$ cat src/rtl/debug_uart_tx.sv
// Debug tap serialiser: queues every change of the 64-bit debug value and sends it
// as 8 UART 8N1 bytes, least-significant byte first, each byte LSB first.
module debug_uart_tx #(
    parameter int CLKS_PER_BIT = 868,
    parameter int FIFO_DEPTH   = 4
) (
    input  logic                              clk,
    input  logic                              rst,
    input  logic [63:0]                       debug_in,
    output logic                              tx,
    output logic                              busy,
    output logic                              overflow,
    output logic [$clog2(FIFO_DEPTH+1)-1:0]   fifo_count
);
    // state | meaning
    // IDLE  | line high, waiting for a queued word
    // START | start bit (low)
    // DATA  | 8 data bits of the current byte
    // STOP  | stop bit (high), then next byte or IDLE
    typedef enum logic [1:0] {IDLE, START, DATA, STOP} state_t;

    localparam int CW = $clog2(FIFO_DEPTH + 1);
    localparam int PW = $clog2(FIFO_DEPTH);
    localparam int BW = $clog2(CLKS_PER_BIT);

    state_t          state_q, state_d;
    logic [BW-1:0]   baud_q, baud_d;
    logic [2:0]      bit_idx_q, bit_idx_d;
    logic [2:0]      byte_idx_q, byte_idx_d;
    logic [63:0]     shift_q, shift_d;
    logic            tx_q, tx_d;
    logic [63:0]     prev_q, prev_d;
    logic [CW-1:0]   count_q, count_d;
    logic [PW-1:0]   wr_ptr_q, wr_ptr_d;
    logic [PW-1:0]   rd_ptr_q, rd_ptr_d;
    logic            overflow_q, overflow_d;
    logic [63:0]     mem_q [FIFO_DEPTH];

    logic push, pop, accept, baud_last;

    always_comb begin
        push       = (debug_in != prev_q);
        pop        = (state_q == IDLE) && (count_q != '0);
        accept     = push && ((count_q < CW'(FIFO_DEPTH)) || pop);
        prev_d     = debug_in;
        overflow_d = overflow_q | (push & ~accept);
        wr_ptr_d   = accept ? wr_ptr_q + PW'(1) : wr_ptr_q;
        rd_ptr_d   = pop ? rd_ptr_q + PW'(1) : rd_ptr_q;
        count_d    = count_q;
        if (accept && !pop)
            count_d = count_q + CW'(1);
        else if (pop && !accept)
            count_d = count_q - CW'(1);
    end

    always_comb begin
        state_d    = state_q;
        baud_d     = baud_q + BW'(1);
        bit_idx_d  = bit_idx_q;
        byte_idx_d = byte_idx_q;
        shift_d    = shift_q;
        tx_d       = 1'b1;
        baud_last  = (baud_q == BW'(CLKS_PER_BIT - 1));
        // tx follows the current state one cycle later, so the line is purely registered
        unique case (state_q)
            IDLE: begin
                baud_d = '0;
                if (pop) begin
                    state_d    = START;
                    shift_d    = mem_q[rd_ptr_q];
                    byte_idx_d = '0;
                    bit_idx_d  = '0;
                end
            end
            START: begin
                tx_d = 1'b0;
                if (baud_last) begin
                    state_d   = DATA;
                    bit_idx_d = '0;
                    baud_d    = '0;
                end
            end
            DATA: begin
                tx_d = shift_q[{byte_idx_q, bit_idx_q}];
                if (baud_last) begin
                    baud_d = '0;
                    if (bit_idx_q == 3'd7)
                        state_d = STOP;
                    else
                        bit_idx_d = bit_idx_q + 3'd1;
                end
            end
            STOP: begin
                if (baud_last) begin
                    baud_d = '0;
                    if (byte_idx_q == 3'd7) begin
                        state_d = IDLE;
                    end else begin
                        byte_idx_d = byte_idx_q + 3'd1;
                        state_d    = START;
                    end
                end
            end
            default: state_d = IDLE;
        endcase
    end

    always_ff @(posedge clk) begin
        if (rst) begin
            state_q    <= IDLE;
            baud_q     <= '0;
            bit_idx_q  <= '0;
            byte_idx_q <= '0;
            shift_q    <= '0;
            tx_q       <= 1'b1;
            prev_q     <= '0;
            count_q    <= '0;
            wr_ptr_q   <= '0;
            rd_ptr_q   <= '0;
            overflow_q <= 1'b0;
        end else begin
            state_q    <= state_d;
            baud_q     <= baud_d;
            bit_idx_q  <= bit_idx_d;
            byte_idx_q <= byte_idx_d;
            shift_q    <= shift_d;
            tx_q       <= tx_d;
            prev_q     <= prev_d;
            count_q    <= count_d;
            wr_ptr_q   <= wr_ptr_d;
            rd_ptr_q   <= rd_ptr_d;
            overflow_q <= overflow_d;
        end
    end

    always_ff @(posedge clk) begin
        if (!rst && accept)
            mem_q[wr_ptr_q] <= debug_in;
    end

    assign tx         = tx_q;
    assign busy       = (state_q != IDLE);
    assign overflow   = overflow_q;
    assign fifo_count = count_q;
endmodule
$ cat config.mk
export PLATFORM = sky130hd
export DESIGN_NAME = debug_uart_tx
export DESIGN_NICKNAME = d
export VERILOG_FILES = /design/src/rtl/debug_uart_tx.sv
export SDC_FILE = /design/constraint.sdc
export NUM_CORES = 1
export LEC_CHECK = 0
export ABC_AREA = 0
export BUFFER_PORTS_ARGS = -buffer_cell sky130_fd_sc_hd__buf_2
export CAP_MARGIN = 20
export CELL_PAD_IN_SITES_DETAIL_PLACEMENT = 0
export CELL_PAD_IN_SITES_GLOBAL_PLACEMENT = 2
export CORE_MARGIN = 2
export CORE_UTILIZATION = 40
export DETAILED_ROUTE_END_ITERATION = 12
export GPL_TIMING_DRIVEN = 0
export PLACE_DENSITY_LB_ADDON = 0.1
export SLEW_MARGIN = 20
export SYNTH_ARGS = -nofsm -noshare
export SYNTH_HDL_FRONTEND = slang
export SYNTH_SLANG_ARGS = --single-unit
$ cat constraint.sdc
create_clock -name clk -period 8.5 [get_ports clk]
set_input_delay 2.125 -clock clk [delete_from_list [all_inputs] [get_ports clk]]
set_output_delay 2.125 -clock clk [all_outputs]
set_load 0.01 [all_outputs]
==> impl_metrics.env <==
export IMPL_routedWlPerCell_um=22.10
export IMPL_status="complete, no violations"
export IMPL_first_iter_violations=443
export IMPL_leakage_uw=0.006517
export IMPL_syn_avg_cell_area_um2=15.13
export IMPL_clock_path_buffers=3
export IMPL_post_cts_buffers=0
export IMPL_yosys_warnings=0
export IMPL_crit_type="in2reg"
export IMPL_r2r_end="mem_q[2][45]"
export IMPL_grt_use_total_pct=19.51
export IMPL_path_max_fanout=7
export IMPL_antenna_cells=0
export IMPL_ys_ff_latch=411
export IMPL_drc=0
export IMPL_fin_hold_ws_ns=0.4501
export IMPL_critical_path_arrival_ns=5.32
export IMPL_row_count=72
export IMPL_finalSetupViolCount=0
export IMPL_maxCapViolations=0
export IMPL_critPathSlowestCell="nor4_1"
export IMPL_cts_buffers=44
export IMPL_power_uw=5707
export IMPL_end_kind="register"
export IMPL_vias_per_cell=5.003
export IMPL_clk_latency_ns=0.57
export IMPL_hold_buffers=0
export IMPL_utilization_pct=47.70
export IMPL_synth_fp_nets=1124
export IMPL_clk_pin_slew_worst_paths_ns=0.06
export IMPL_grt_max_degree=14
export IMPL_die_x_um=202.6
export IMPL_place_gp_congestion=0.7291
export IMPL_die_h_um=202.6
export IMPL_dr_pass1_iters=4
export IMPL_grt_ovfl_total=0
export IMPL_holdCritPathClass="reg2reg"
export IMPL_h_tree_depth=2
export IMPL_ys_types=50
export IMPL_fin_tns_setup_ns=0
export IMPL_required_ns=8.83
export IMPL_wl_um=38750
export IMPL_min_from="shift_q[41]"
export IMPL_ir_drop_v=0.0002006
export IMPL_fin_skew_ns=0.01870
export IMPL_period_minus_slack_ns=4.987
export IMPL_final_cell_mix="edfxtp_1, dfxtp_1, nand2_1"
export IMPL_drv_slew=0
export IMPL_ys_flop_type="edfxtp_1"
export IMPL_rr_startpoint="prev_q[5]"
export IMPL_seq_area_frac_synth_pct=68.39
export IMPL_cts_resized=0
export IMPL_vias=8770
export IMPL_tightestPinTransition_ns=1.005
export IMPL_syn_to_final_growth_pct=17.39
export IMPL_startpoint_type="input port"
export IMPL_fin_cells=1753
export IMPL_io_buffers=70
export IMPL_min_path_cells=2
export IMPL_synth_edff_count=256
export IMPL_critPathBufInv=6
export IMPL_max_slew_margin_rel_pct=32.98
export IMPL_fillerInstances=3456
export IMPL_die_area_um2=41050
export IMPL_cts_sinks=411
export IMPL_max_stage_delay_ns=0.66
export IMPL_crit_chain="buf_2, xor2_1, nor4_1, nand4_1, or4_4, o21bai_4, nor3b_2, buf_4, buf_6, buf_4, buf_6, buf_6"
export IMPL_p_per_area_nw_per_um2=308.1
export IMPL_initial_core_util_pct=40.64
export IMPL_ant_nets=0
export IMPL_layout_commonest_cell="edfxtp_1"
export IMPL_layout_nets=1280
export IMPL_rsz0062_at_grt="no"
export IMPL_hold_viol=0
export IMPL_cts_root_buf="clkbuf_16"
export IMPL_min_period_over_period_pct=58.67
export IMPL_antenna_found_initial=1
export IMPL_ios=72
export IMPL_cp_common_cell="buf_6"
export IMPL_reg2reg_depth=11
export IMPL_drive_above_1_share_pct=20.89
export IMPL_grt_pass1_vias=8920
export IMPL_hpwl_um=27820
export IMPL_max_freq_mhz=200.5
export IMPL_syn_inst=1043
export IMPL_holdPathEnd="shift_q[41]"
export IMPL_dp_cells=1671
export IMPL_syn_area_um2=15780
export IMPL_r2r_slack_ns=4.91
export IMPL_crit_family="simple AND/OR/NAND/NOR gates"
export IMPL_grt_pass1_wl_um=58340
export IMPL_async_reset_ff_share_pct=0
export IMPL_cts_tree="yes"
export IMPL_coreArea_um2=38830
==> metrics by stage <==
stage               worst slack (ns)  area, um2
finish                         3.513      18520
global route                   3.460      18520
CTS                            3.513      18520
detailed placement             2.910      17140
global placement              -5.410      16780
floorplan                     0.4790      15780
==> report_power, final <==
| group | internal (uW) | switching, uW | total (uW) |
|---|---|---|---|
| sequential | 2430 | 113 | 2550 |
| clock | 1080 | 772 | 1850 |
| combinational | 522 | 791 | 1310 |
==> layer usage <==
| metal | global-route usage (%) | wire length (um) | part of all wire (%) | up-vias |
|---|---|---|---|---|
| met2 | 32.57 | 19090 | 49 | 131 |
| met3 | 3.034 | 1261 | 3.3 | 53 |
| met5 | 0 | 13 | 0.034 | - |
| met4 | 5.631 | 783 | 2.0 | 2 |
| li1 | - | - | - | 4169 |
| met1 | 26.54 | 17600 | 45 | 4415 |
==> sequential cells by signal, indices dropped and copies added, names as in the netlist <==
name,flops
baud_q,10
bit_idx_q,3
byte_idx_q,3
fifo_count,3
mem_q,256
overflow,1
prev_q,64
rd_ptr_q,2
shift_q,64
state_q,2
tx,1
wr_ptr_q,2
==> how the worst max path moves through the flow <==
stage	start	endpoint	slack, ns	cells past startpoint
after floorplan	debug_in[62]	mem_q[0][0]	0.48	6
after global placement	debug_in[5]	mem_q[0][48]	-5.41	7
after detailed placement	debug_in[5]	mem_q[2][50]	2.91	12
after CTS	debug_in[5]	mem_q[2][45]	3.51	12
after global routing	debug_in[5]	mem_q[2][45]	3.46	12
final	debug_in[5]	mem_q[2][45]	3.51	12
==> area by class of cell <==
class / instances / area (um2) / share of cell area (%)
buffer: 52 / 222.7 / 1.202
clock buffer: 67 / 1249 / 6.742
clock inverter: 15 / 135.1 / 0.7296
inverter: 15 / 56.30 / 0.3040
multi-input combinational: 565 / 4728 / 25.53
sequential: 411 / 10790 / 58.26
tap: 518 / 648.1 / 3.499
timing repair buffer: 110 / 691.9 / 3.736
==> worst min-delay path, stage by stage, from the launching register on <==
cell and delay, ns:
dfxtp_1 0.30, nand2_1 0.05, a21oi_1 0.05
==> synth_stat cells (all sizes together) (2+ instances only) <==
library cell	n	area (um2)
clkbuf	35	131.4
ha	14	175.2
a21oi	76	380.4
inv	15	56.30
nor2	26	97.59
mux4	78	1787
nand3	6	30.03
a2111oi	3	27.53
nand4	10	62.56
dfxtp	155	3103
nand2b	4	25.02
nand2	140	525.5
o21ai	7	35.03
a22o	2	17.52
buf	17	91.33
o21bai	2	26.28
and2b	3	22.52
and3	2	12.51
nor3	3	15.01
edfxtp	256	7687
xnor2	6	52.55
xor2	66	578.1
nor2b	66	412.9
nor4	16	100.1
mux2i	12	120.1
or3	2	12.51
nor3b	5	37.54
nand4b	2	17.52
==> logic make-up after synthesis <==
kind of cell / Yosys count / synth area share, %
xor+xnor: 72 / 3.997
simple gates: 292 / 9.072
fa+ha+maj: 15 / 1.237
buf+inv: 67 / 1.768
mux: 91 / 12.18
compound gates: 95 / 3.355
flops: 411 / 68.39
(Power assumes the default switching activity.)
